[config.mk]
export PLATFORM = sky130hd
export DESIGN_NAME = jk_bank_arbiter
export DESIGN_NICKNAME = d
export VERILOG_FILES = /design/src/rtl/jk_bank_arbiter.sv
export SDC_FILE = /design/constraint.sdc
export NUM_CORES = 1
export LEC_CHECK = 0
export CAP_MARGIN = 20
export CORE_MARGIN = 2
export CORE_UTILIZATION = 55
export CTS_BUF_LIST = sky130_fd_sc_hd__clkbuf_8
export DETAILED_ROUTE_END_ITERATION = 16
export DONT_BUFFER_PORTS = 1
export MAX_ROUTING_LAYER = met4
export PLACE_DENSITY = 0.76
export SLEW_MARGIN = 20
export SYNTH_ARGS = -nofsm -noshare
export SYNTH_HDL_FRONTEND = slang
export SYNTH_SLANG_ARGS = --single-unit
export TNS_END_PERCENT = 1
[constraint.sdc]
create_clock -name clk -period 2.55 [get_ports clk]
set_input_delay 0.51 -clock clk [delete_from_list [all_inputs] [get_ports clk]]
set_output_delay 0.51 -clock clk [all_outputs]
set_load 0.05 [all_outputs]
[src/rtl/jk_bank_arbiter.sv]
// Round-robin arbiter issuing HOLD/CLR/SET/TOG commands to a JK flip-flop bank and checking the result.
// Latency: handshake -> APPLY -> CHECK -> done pulse (3 cycles); ready is low while a command is in flight.
module jk_bank_arbiter #(
  parameter int N_BITS = 4,
  parameter int IDX_W  = 2
) (
  input  logic              clk,
  input  logic              rst_n,
  input  logic              req0_valid,
  input  logic [1:0]        req0_op,
  input  logic [IDX_W-1:0]  req0_idx,
  output logic              req0_ready,
  input  logic              req1_valid,
  input  logic [1:0]        req1_op,
  input  logic [IDX_W-1:0]  req1_idx,
  output logic              req1_ready,
  output logic [N_BITS-1:0] jk_J,
  output logic [N_BITS-1:0] jk_K,
  input  logic [N_BITS-1:0] jk_Q,
  output logic              busy,
  output logic              done_valid,
  output logic              done_src,
  output logic              done_q,
  output logic              done_err,
  output logic [7:0]        err_cnt
);

  localparam logic [1:0] ST_IDLE  = 2'd0;
  localparam logic [1:0] ST_APPLY = 2'd1;
  localparam logic [1:0] ST_CHECK = 2'd2;

  localparam logic [1:0] OP_HOLD = 2'b00;
  localparam logic [1:0] OP_CLR  = 2'b01;
  localparam logic [1:0] OP_SET  = 2'b10;
  localparam logic [1:0] OP_TOG  = 2'b11;

  logic [1:0]       state_q, state_d;
  logic [1:0]       op_q, op_d;
  logic [IDX_W-1:0] idx_q, idx_d;
  logic             src_q, src_d;
  logic             prev_bit_q, prev_bit_d;
  logic             last_q, last_d;
  logic             done_valid_q, done_valid_d;
  logic             done_src_q, done_src_d;
  logic             done_q_q, done_q_d;
  logic             done_err_q, done_err_d;
  logic [7:0]       err_cnt_q, err_cnt_d;

  logic             grant_vld;
  logic             grant_src;
  logic [1:0]       sel_op;
  logic [IDX_W-1:0] sel_idx;
  logic             cur_bit;
  logic             exp_bit;

  // On contention the requester not served last wins; last_q resets to 1 so req0 wins first.
  always_comb begin
    grant_vld = 1'b0;
    grant_src = 1'b0;
    if (state_q == ST_IDLE) begin
      if (req0_valid && req1_valid) begin
        grant_vld = 1'b1;
        grant_src = ~last_q;
      end else if (req0_valid) begin
        grant_vld = 1'b1;
        grant_src = 1'b0;
      end else if (req1_valid) begin
        grant_vld = 1'b1;
        grant_src = 1'b1;
      end
    end
    sel_op  = grant_src ? req1_op  : req0_op;
    sel_idx = grant_src ? req1_idx : req0_idx;
  end

  assign req0_ready = grant_vld & ~grant_src;
  assign req1_ready = grant_vld &  grant_src;
  assign busy       = (state_q == ST_APPLY) || (state_q == ST_CHECK);

  always_comb begin
    cur_bit = jk_Q[idx_q];
    case (op_q)
      OP_HOLD: exp_bit = prev_bit_q;
      OP_CLR:  exp_bit = 1'b0;
      OP_SET:  exp_bit = 1'b1;
      default: exp_bit = ~prev_bit_q;
    endcase
  end

  always_comb begin
    jk_J = '0;
    jk_K = '0;
    if (state_q == ST_APPLY) begin
      jk_J[idx_q] = (op_q == OP_SET) || (op_q == OP_TOG);
      jk_K[idx_q] = (op_q == OP_CLR) || (op_q == OP_TOG);
    end
  end

  always_comb begin
    state_d      = state_q;
    op_d         = op_q;
    idx_d        = idx_q;
    src_d        = src_q;
    prev_bit_d   = prev_bit_q;
    last_d       = last_q;
    done_valid_d = 1'b0;
    done_src_d   = done_src_q;
    done_q_d     = done_q_q;
    done_err_d   = done_err_q;
    err_cnt_d    = err_cnt_q;
    case (state_q)
      ST_IDLE: begin
        if (grant_vld) begin
          state_d    = ST_APPLY;
          op_d       = sel_op;
          idx_d      = sel_idx;
          src_d      = grant_src;
          prev_bit_d = jk_Q[sel_idx];
          last_d     = grant_src;
        end
      end
      ST_APPLY: state_d = ST_CHECK;
      ST_CHECK: begin
        state_d      = ST_IDLE;
        done_valid_d = 1'b1;
        done_src_d   = src_q;
        done_q_d     = cur_bit;
        done_err_d   = (cur_bit != exp_bit);
        if ((cur_bit != exp_bit) && (err_cnt_q != 8'hFF)) begin
          err_cnt_d = err_cnt_q + 8'd1;
        end
      end
      default: state_d = ST_IDLE;
    endcase
  end

  always_ff @(posedge clk or negedge rst_n) begin
    if (!rst_n) begin
      state_q      <= ST_IDLE;
      op_q         <= OP_HOLD;
      idx_q        <= '0;
      src_q        <= 1'b0;
      prev_bit_q   <= 1'b0;
      last_q       <= 1'b1;
      done_valid_q <= 1'b0;
      done_src_q   <= 1'b0;
      done_q_q     <= 1'b0;
      done_err_q   <= 1'b0;
      err_cnt_q    <= 8'd0;
    end else begin
      state_q      <= state_d;
      op_q         <= op_d;
      idx_q        <= idx_d;
      src_q        <= src_d;
      prev_bit_q   <= prev_bit_d;
      last_q       <= last_d;
      done_valid_q <= done_valid_d;
      done_src_q   <= done_src_d;
      done_q_q     <= done_q_d;
      done_err_q   <= done_err_d;
      err_cnt_q    <= err_cnt_d;
    end
  end

  assign done_valid = done_valid_q;
  assign done_src   = done_src_q;
  assign done_q     = done_q_q;
  assign done_err   = done_err_q;
  assign err_cnt    = err_cnt_q;

endmodule
Word-level counts from Yosys, hierarchy flattened

Cells that the tools add are included.
W data, S select, Z words.

Flip-flop bits (word level): 21
Bits in latches: 0
Memory bits (writable): 0
ROM bits: 0
Input port bits: 16
Output and inout port bits: 23
Memories kept: 0

$add $sub $neg: 1
Multiply operators: 0
Div/mod/pow operators: 0
$lt $le $gt $ge: 3
Equal/unequal tests: 8
Shift-type cells: 0
Multiplexer cells: 21
Bitwise gates (word level): 7
Reduce and logical (&&, ||, !) cells: 10

Operator list:

| cell                  | count |
|---|---|
| $mux W1               | 11 |
| $add A8 B1 Y8 const B | 1 |
| $and A4 B4 Y4         | 2 |
| $mux W4               | 2 |
| $ne A8 B8 Y1 const B  | 1 |
| $eq A2 B2 Y1 const B  | 3 |
| $lt A2 B3 Y1 const B  | 2 |
| $mux W2               | 3 |
| $bmux W1 S2           | 2 |
| $eq A2 B1 Y1 const B  | 2 |
| $logic_not A2 Y1      | 2 |
| $pmux W2 S2           | 1 |
| $reduce_and A2 Y1     | 2 |
| $logic_and A1 B1 Y1   | 3 |
| $logic_or A1 B1 Y1    | 3 |
| $not A1 Y1            | 3 |
| $pmux W1 S3           | 1 |
| $and A1 B1 Y1         | 2 |
| $demux W1 S2          | 1 |
| $ge A2 B1 Y1 const B  | 1 |
| $ne A2 B2 Y1 const B  | 1 |
| $ne A1 B1 Y1          | 1 |

Logic depth before layout (Yosys ltp)

Gate-level depths: netlist of run 1.

Depth in word-level cells: 7
Mapped depth: 7
Depth with buffers taken out: 7

Worst setup path before layout of run 1

OpenSTA, ideal clock, no wires.

Path kind: register to output
Start: reg state_q[1]
End: out jk_J[0]
Arrival: 1.773 ns
Data required time: 2.040 ns
Slack: 0.267 ns
Cell stages (with the launch flop): 5
Buffers on the path: 0
Cell sequence: dfrtp_1 > inv_1 > ha_1 > nand2_1 > nor3_1

Longest elaborated chain between the ends: 2

Ends and longest elaborated chain:

| element                | line | source |
|---|---|---|
| from (decl)            | 37   | `logic [1:0] state_q, state_d;` |
| from (signal assigned) | 151  | `state_q <= state_d;` |
| $eq A2 B1 Y1           | 93   | `if (state_q == ST_APPLY) begin` |
| $mux W4                | 93   |  |
| to (decl)              | 17   | `output logic [N_BITS-1:0] jk_J,` |

No other way between the ends.

Final worst setup path of run 1

Start: reg state_q[0]
End: out req0_ready

Longest elaborated chain between the ends: 4

Ends and longest elaborated chain:

| element            | line | source |
|---|---|---|
| $logic_not A2 Y1 * | 60   | `if (state_q == ST_IDLE) begin` |
| $mux W1            | 60   |  |
| $not A1 Y1         | 76   | `assign req0_ready = grant_vld & ~grant_src;` |
| $and A1 B1 Y1 *    | 76   |  |
| to (decl)          | 12   | `output logic req0_ready,` |

Every way passes the cells marked *; elsewhere a longest branch is shown, timed or not.

==> results of run 1 <==
## per-stage QoR
step	power (mW)	hold slack, ns
2_1_floorplan	1.39	0.214
3_5_place_dp	1.63	0.215
4_1_cts	1.85	0.0819
6_report	1.84	0.0851
3_3_place_gp	1.58	0.215
5_1_grt	1.94	0.0774
## worst max-delay path, cell delays in order (launching register included)
cell     delay, ns
dfrtp_1       0.41
inv_1         0.12
ha_1          0.20
o21ai_0       0.09
buf_4         0.17
nor2_1        0.11
buf_4         0.20
## layout by cell type, fill, tap and decap left out, drive strengths merged
cell type,instances
a21o,1
o21a,1
or2b,1
a21boi,1
xor2,2
ha,5
nand4,3
o21ai,3
mux2,7
nor2,7
inv,5
buf,16
nor3b,1
dfrtp,20
o22ai,2
nand2,17
xnor2,5
and3,3
nor2b,2
or2,1
and4,1
a31o,1
nor3,5
mux4,1
dfstp,1
clkbuf,3
dlygate4sd3,1
nand2b,2
o221ai,1
mux2i,3
## metal layers
metal / part of all wire / global-route usage
met5: 0 / -
met4: 0.015 / 0.0857
met3: 0.043 / 0.0278
met2: 0.54 / 0.373
met1: 0.41 / 0.230
## final timing paths
check	end	cells past startpoint	slack [ns]	from
max	req0_ready	6	0.48	state_q[0]
min	last_q	0	0.09	rst_n
max reg2reg	err_cnt[4]	5	0.49	idx_q[0]
min reg2reg	last_q	2	0.47	last_q
max in group asynchronous	idx_q[0]	1	1.21	rst_n
min in group clk	op_q[1]	2	0.47	req0_op[1]
## state kept, by name, indices dropped and copies added (netlist names)
register    flops
err_cnt         8
idx_q           2
op_q            2
state_q         2
done_err        1
done_q          1
done_src        1
done_valid      1
last_q          1
prev_bit_q      1
src_q           1
## area by class of cell
type,instances,share of cell area
sequential,21,0.408
inverter,4,0.0116
timing repair buffer,17,0.101
multi-input combinational,76,0.419
clock buffer,3,0.0319
clock inverter,1,0.00290
tap,27,0.0261
## what timing repair did
item,4_1_cts,5_1_grt
hold endpoints to repair,20,0
buffers inserted,0,0
hold buffers,1,0
## cells by family after synthesis
family | count (synthesis)
AO/OA/AOI/OAI | 10
XOR/XNOR | 7
adder cells (fa/ha/maj) | 5
buffers and inverters | 5
flip-flops | 21
multiplexers | 11
AND/OR/NAND/NOR | 43
## report_power, final
group / switching, mW / internal (mW) / leakage [nW]
combinational: 0.604 / 0.334 / 0.341
clock: 0.102 / 0.107 / 0.0269
sequential: 0.213 / 0.476 / 0.263
==> metrics.md, run 1 <==
| Metric | Value |
|---|---|
| H-tree depth | `1` |
| Cells after synthesis | `between 100 and 150` |
| Slew headroom | `0.422` |
| Vias in the first global route | `about 830` |
| CTS tree | `done` |
| Average wire per standard cell | `around 14 µm` |
| Period utilisation layout | `0.813` |
| Final Cell Area | `~1300 µm²` |
| Multi-input gate area | `approximately 540 µm²` |
| NumNets Final | `between 100 and 150` |
| Post-synthesis adder-cell area fraction | `0.0575` |
| Synth cell types | `29` |
| Total Wirelength | `roughly 2100 µm` |
| Clock Pin Slew Worst Setup and Hold Paths | `roughly 0.07 ns` |
| Via count | `around 830` |
| Post-synthesis mux area share | `0.121` |
| Simple-Gate Fraction of Synth Area | `0.201` |
| Max-cap violations | `0` |
| Largest net degree at the start of global routing | `21` |
| ANT nets after route | `0` |
| Xor/xnor share of the synthesized area | `0.0564` |
| Final worst slack | `roughly 0.48 ns` |
| Most common cell in the netlist | `dfrtp_1` |
| Post-Syn Nets | `between 100 and 150` |
| Final Max Slew Viols | `0` |
| Synth area leader | `dfrtp_1` |
| Critical path fanouts, max | `12` |
| Yosys reg bits | `21` |
| Compound-cell area share of the yosys netlist | `0.0621` |
| Worst Setup End Kind | `output port` |
| # resized after CTS | `0` |
| Post-place setup slack | `between 0.4 and 0.5 ns` |
| First-pass GRT wire length | `about 3600 µm` |
| Post-synth ARST share | `1.00` |
| Layout cell share with drive strength beyond 1 | `0.254` |
| Sink Count | `21` |
| Largest family of logic cells by synthesized area | `simple AND/OR/NAND/NOR gates` |
| Setup TNS | `0 ns` |
| Ranking of synthesized cells by instance count | `20 x dfrtp_1, 17 x nand2_1, 7 x mux2_2, 7 x nor2_1` |
| Gr ovfl total | `0` |
| Antenna violations before repair | `0` |
| Register Area | `527 µm²` |
| Clk root buf | `clkbuf_8` |
| Status | `complete, no violations` |
| Port bufs | `0` |
| Die footprint | `~2300 µm²` |
| Clk Latency, worst-skew pair | `~0.26 ns` |
| Least-Margin Pin Slew | `a little under 0.9 ns` |
| Avg Cell Area, Syn | `10.7 µm²` |
| Post-route core utilization | `0.673` |
| Violation count after the first detailed-route iteration | `17` |
| Dominant synthesized flop cell | `dfrtp_1` |
| TritonRoute pass-1 iters | `4` |
| Register area share after synthesis | `0.484` |
| Final hold vios | `0` |
| CP required | `slightly above 2 ns` |
| Setup CP Type | `reg2out` |
| Layout Cells excl Fill | `roughly 150` |
| Ports | `39` |
| CTS Buf Count | `3` |
| Gr usage total | `0.206` |
| Placed Instances | `~140` |
| PwrDens | `roughly 1400 nW/µm²` |
| Synth Warn # | `0` |
| Final min period | `slightly above 2 ns` |
| Routability cong. | `between 0.7 and 0.8` |
| Worst Clk Skew | `0.00510 ns` |
| Area of placed instances | `approximately 1200 µm²` |
| # rows | `16` |
| Peak Freq | `between 400 and 500 MHz` |
| Number of synthesized flops with an enable pin | `0` |
| Largest cells by area after synthesis | `dfrtp_1 46%, mux2_2 7.2%, nand2_1 5.9%, ha_1 5.8%, xnor2_1 4.0%` |
| CTS max path bufs | `2` |
| Residual DRC count | `0` |
| DP HPWL | `approximately 1700 µm` |
| Die width | `48.5 µm` |
| Yosys top cell area share | `0.460` |
| Starting density of the core | `0.566` |
| Setup-failing EPs final | `0` |
| Die Ht | `slightly below 50 µm` |
| ANT cells | `0` |
| CP startpoint kind | `register` |
| Via-per-instance ratio | `around 5.6` |
| Worst hold path type | `in2async` |
| Arr. time, crit path | `1.56 ns` |
| Maximum VDD drop | `0.831 mV` |
| Fill cell count | `160` |
| Cell area after synthesis | `1090 µm²` |
| RSZ-0062 raised after global routing | `false` |
| P_leak | `around 0.63 nW` |
| Area grow syn2layout | `18.9%` |
| Area of the core | `around 1900 µm²` |
No activity file was read; power rests on OpenSTA's default activity.
==> run 2, diff against run 1 <==
==> constraint.sdc (replaced) <==
create_clock -name clk -period 2.1 [get_ports clk]
set_input_delay 0.42 -clock clk [delete_from_list [all_inputs] [get_ports clk]]
set_output_delay 0.42 -clock clk [all_outputs]
set_load 0.05 [all_outputs]
==> run 2 against run 1 <==
Clock skew shrank 0.00085 ns. Sequential share of layout area shrank 1.1 points. Core utilization grew 1.9 points. Highest routed layer unchanged. Setup slack lost 0.32 ns. First-iteration DRC count shrank 29%.
==> metrics.md, run 2 (synthesis results as in run 1) <==
| Metric | Value |
|---|---|
| Worst Clk Skew | `roughly 0.0042 ns` |
| Final hold vios | `0` |
| Maximum VDD drop | `about 1 mV` |
| TritonRoute pass-1 iters | `4` |
| Antenna violations before repair | `0` |
| Gr ovfl total | `0` |
| Area of the core | `1920 µm²` |
| GRT busiest layer | `met2` |
| Hold_buf cts | `1` |
| Largest net degree at the start of global routing | `22` |
| Routing usage on met1 | `0.236` |
| Worst hold path type | `in2reg` |
| CTS Buf Count | `3` |
| Peak Freq | `slightly above 500 MHz` |
| Average wire per standard cell | `~14 µm` |
| Total Power | `between 2 and 2.5 mW` |
| Layout cell share with drive strength beyond 1 | `0.294` |
| Status | `complete, no violations` |
| ANT cells | `0` |
| Clk root buf | `clkbuf_8` |
| Critical path fanouts, max | `8` |
| Setup-failing EPs final | `0` |
| H-tree depth | `1` |
| Die width | `between 40 and 50 µm` |
| Ports | `39` |
| Routability cong. | `0.751` |
| Fill cell count | `152` |
| Starting density of the core | `0.566` |
| Vias in the first global route | `approximately 890` |
| Most frequent cells in the layout | `20 x dfrtp_1, 20 x buf_4, 17 x nand2_1` |
| Period utilisation layout | `0.923` |
| Register Area | `527 µm²` |
| Total Wirelength | `roughly 2100 µm` |
| Final min period | `between 1.5 and 2 ns` |
| Port bufs | `0` |
| Die Ht | `48.5 µm` |
| PwrDens | `1690 nW/µm²` |
| Worst stage delay on the critical path | `0.54 ns` |
| Critical path's slowest cell | `mux4_2` |
| Least-Margin Pin Slew | `slightly above 0.9 ns` |
| Setup CP Type | `reg2reg` |
| DP HPWL | `roughly 1700 µm` |
| Residual DRC count | `0` |
| Area grow syn2layout | `22.2%` |
| Final Max Slew Viols | `0` |
| Slew headroom | `0.382` |
| Violation count after the first detailed-route iteration | `12` |
| CP required | `around 2.3 ns` |
| Via-per-instance ratio | `5.44` |
| Clock Pin Slew Worst Setup and Hold Paths | `~0.080 ns` |
| Via count | `about 830` |
| Critical Path Stages | `5` |
| # resized after CTS | `0` |
| CTS max path bufs | `2` |
| RSZ-0062 raised after global routing | `false` |
| GR Util met2 | `0.377` |
| Arr. time, crit path | `between 2 and 2.5 ns` |
| GR Layer Usage met3 | `0.0309` |
| NumNets Final | `roughly 150` |
| Gr usage total | `0.212` |
| Max FFs per register | `8` |
| First-pass GRT wire length | `approximately 3800 µm` |
| Post-CTS Setup Inserts | `0` |
| ANT nets after route | `0` |
| Final hold slack | `~0.37 ns` |
| Multi-input gate area | `between 500 and 600 µm²` |
| Sink Count | `21` |
| Worst hold path cell count | `2` |
| CP startpoint kind | `register` |
| P_leak | `between 0.6 and 0.7 nW` |
| Max-cap violations | `0` |
| Clk Latency, worst-skew pair | `between 0.2 and 0.3 ns` |
| # rows | `16` |
| Worst Setup End Kind | `register` |
| CTS tree | `done` |
| Reg2reg path depth | `5` |
| Die footprint | `between 2000 and 2500 µm²` |
| Crit-path leading delay family | `simple AND/OR/NAND/NOR gates` |
| Crit-path cells | `mux4_2 > nor3_1 > nor3_4 > and4_1 > xor2_1` |
| Crit path buf inv count | `0` |
## run 2: per-layer routing
layer	share of wire	up-vias
li1	-	398
met5	0	-
met3	0.063	7
met4	0.023	0
met1	0.39	396
met2	0.52	31
## run 2: worst reg2reg max path, cell delays in order, from the launching register on
cell	delay [ns]
dfrtp_1	0.37
mux4_2	0.54
nor3_1	0.41
nor3_4	0.12
and4_1	0.24
xor2_1	0.14
## run 2: final timing paths
path / startpoint / endpoint / slack [ns]
max: idx_q[0] / err_cnt[4] / 0.16
min in group asynchronous: rst_n / idx_q[1] / 0.74
max in group asynchronous: rst_n / done_q / 0.80
max reg2reg: idx_q[0] / err_cnt[4] / 0.16
min reg2reg: last_q / last_q / 0.48
min: req0_op[1] / op_q[1] / 0.37
## run 2: cell type report
type | instances | share of cell area
clock buffers | 3 | 0.0311
clock inverters | 1 | 0.00377
inverters | 4 | 0.0113
multi-input cells | 76 | 0.411
flip-flops and latches | 21 | 0.396
well taps | 27 | 0.0254
repair buffers | 21 | 0.121
## run 2: stage by stage
stage	std cells	area (µm²)	util	setup TNS (ns)	setup slack [ns]
after floorplan	102	1090	-	-0.0932	-0.0932
after global placement	148	1270	0.662	0	0.192
after detailed placement	148	1270	0.662	0	0.141
after CTS	153	1330	0.691	0	0.135
after global routing	153	1330	0.691	0	0.0631
final	153	1330	0.691	0	0.161
## run 2: power breakdown
group	internal, mW	switching (mW)	total, mW
sequential	0.578	0.251	0.829
clock	0.132	0.132	0.264
combinational	0.415	0.731	1.15
total	1.13	1.11	2.24
==> run 3, diff against run 2 <==
--- a/config.mk
+++ b/config.mk
@@ -7,12 +7,12 @@
 export LEC_CHECK = 0
 export CAP_MARGIN = 20
 export CORE_MARGIN = 2
-export CORE_UTILIZATION = 55
+export CORE_UTILIZATION = 40
 export CTS_BUF_LIST = sky130_fd_sc_hd__clkbuf_8
 export DETAILED_ROUTE_END_ITERATION = 16
 export DONT_BUFFER_PORTS = 1
 export MAX_ROUTING_LAYER = met4
-export PLACE_DENSITY = 0.76
+export PLACE_DENSITY = 0.6
 export SLEW_MARGIN = 20
 export SYNTH_ARGS = -nofsm -noshare
 export SYNTH_HDL_FRONTEND = slang
==> run 3 against run 2 <==
Worst hold slack improved by 0.016 ns. Wire length increased by 1.1%. Critical path depth unchanged. Critical path type unchanged. Setup slack improved by 0.0073 ns. Total power decreased by 0.21%. Die area increased by 34%. Non-clock buffer count unchanged. Clock skew increased by 0.0023 ns. Largest power group unchanged. Global-route usage decreased by 5.9 points. Clock power decreased by 2%. First-iteration DRC count increased by 17%.
==> metrics.md, run 3 (synthesis results as in run 1) <==
| Metric | Value |
|---|---|
| Vias in the first global route | `772` |
| Routability cong. | `0.792` |
| R2r startpoint | `idx_q[0]` |
| First-pass GRT wire length | `between 3000 and 4000 µm` |
| TritonRoute pass-1 iters | `4` |
| Area of the core | `2520 µm²` |
| Worst hold path cell count | `2` |
| Final Cell Area | `~1300 µm²` |
| CTS tree | `done` |
| P_leak | `roughly 0.65 nW` |
| Reg2reg path depth | `5` |
| PwrDens | `1680 nW/µm²` |
| Post-CTS Setup Inserts | `0` |
| # rows | `18` |
| # resized after CTS | `0` |
| Least-Margin Pin Slew | `just over 0.9 ns` |
| ANT nets after route | `0` |
| FF-to-FF End | `err_cnt[4]` |
| Violation count after the first detailed-route iteration | `14` |
| Hold Path Sink | `op_q[1]` |
| Die footprint | `3150 µm²` |
| CP startpoint kind | `register` |
| Residual DRC count | `0` |
| Average wire per standard cell | `13.7 µm` |
| Ports | `39` |
| Final min period | `1.93 ns` |
| Clock Pin Slew Worst Setup and Hold Paths | `around 0.08 ns` |
| Post-place setup slack | `0.137 ns` |
| Via count | `~820` |
| Largest net degree at the start of global routing | `22` |
| Peak Freq | `518 MHz` |
| Hold path start | `req0_op[1]` |
| Gr usage total | `0.153` |
| Port bufs | `0` |
| NumNets Final | `between 100 and 150` |
| Worst hold path type | `in2reg` |
| Final Max Slew Viols | `0` |
| Clk Latency, worst-skew pair | `~0.26 ns` |
| Starting density of the core | `0.431` |
| Most frequent cells in the layout | `20 x dfrtp_1, 20 x buf_4, 17 x nand2_1` |
| CTS Buf Count | `3` |
| Final worst slack | `0.168 ns` |
| Period utilisation layout | `0.920` |
| Setup CP Type | `reg2reg` |
| Clk root buf | `clkbuf_8` |
| H-tree depth | `1` |
| Maximum VDD drop | `between 0.9 and 1 mV` |
| Fill cell count | `around 240` |
| Arr. time, crit path | `approximately 2.1 ns` |
| Layout cell share with drive strength beyond 1 | `0.294` |
| DP HPWL | `between 1500 and 2000 µm` |
| ANT cells | `0` |
| Final hold vios | `0` |
| Slew headroom | `0.380` |
| Area of placed instances | `around 1300 µm²` |
| Sink Count | `21` |
| Critical path fanouts, max | `8` |
| CTS max path bufs | `2` |
| Via-per-instance ratio | `5.23` |
| Gr ovfl total | `0` |
| Die Ht | `between 50 and 60 µm` |
| Setup-failing EPs final | `0` |
| RSZ-0062 raised after global routing | `false` |
| Max FFs per register | `8` |
| Worst Clk Skew | `around 0.0066 ns` |
| Antenna violations before repair | `0` |
| Worst Setup End Kind | `register` |
| Reg2reg setup slack | `roughly 0.17 ns` |
| Max-cap violations | `0` |
| Area grow syn2layout | `22.6%` |
| Die width | `56.1 µm` |
| Status | `complete, no violations` |
| Total Wirelength | `about 2100 µm` |
| CP required | `2.25 ns` |
## run 3: layout make-up
cell class / count / area [µm²] / area share
clock inverters: 1 / 5.00 / 0.00376
multi-input cells: 76 / 547 / 0.410
clock buffers: 3 / 41.3 / 0.0310
flip-flops and latches: 21 / 527 / 0.395
repair buffers: 21 / 160 / 0.120
well taps: 30 / 37.5 / 0.0282
inverters: 4 / 15.0 / 0.0113
## run 3: layer usage
layer,share of wire,track usage,vias up
met5,0,-,-
met4,0.0042,0.0408,0
li1,-,-,400
met2,0.51,0.249,29
met1,0.40,0.171,385
met3,0.082,0.0674,2
## run 3: metrics by stage
step | hold slack, ns | total power [mW] | util | cells | setup TNS [ns]
final | 0.385 | 2.23 | 0.528 | 156 | 0
after global routing | 0.383 | 2.40 | 0.528 | 156 | 0
after detailed placement | 0.125 | 1.99 | 0.506 | 151 | 0
after global placement | 0.125 | 1.96 | 0.506 | 151 | 0
after floorplan | 0.124 | 1.70 | - | 102 | -0.0932
after CTS | 0.375 | 2.26 | 0.528 | 156 | 0
## run 3: timing repair
item                       CTS  global route
hold buffers                 1             0
setup endpoints to repair    0             0
hold endpoints to repair    21             0
## run 3: worst max-delay path by stage
stage                           from    endpoint  slack, ns  depth (start not counted)
final                       idx_q[0]  err_cnt[4]       0.17                          5
after global routing        idx_q[0]  err_cnt[4]       0.04                          5
after CTS                   idx_q[0]  err_cnt[4]       0.16                          5
after detailed placement     jk_Q[3]  err_cnt[4]       0.14                          5
after global placement       jk_Q[3]  err_cnt[4]       0.18                          5
after floorplan           state_q[1]     jk_K[0]      -0.09                          4
## run 3: power breakdown
group          internal [mW]  total [mW]  leakage [nW]  switching, mW
clock                  0.132       0.258        0.0255          0.126
sequential             0.578       0.832         0.263          0.254
combinational          0.415        1.14         0.364          0.729
## run 3: critical path, stage by stage (launching register included)
cell and delay, ns:
dfrtp_1 0.37, mux4_2 0.54, nor3_1 0.42, nor3_4 0.13
and4_1 0.23, xor2_1 0.13
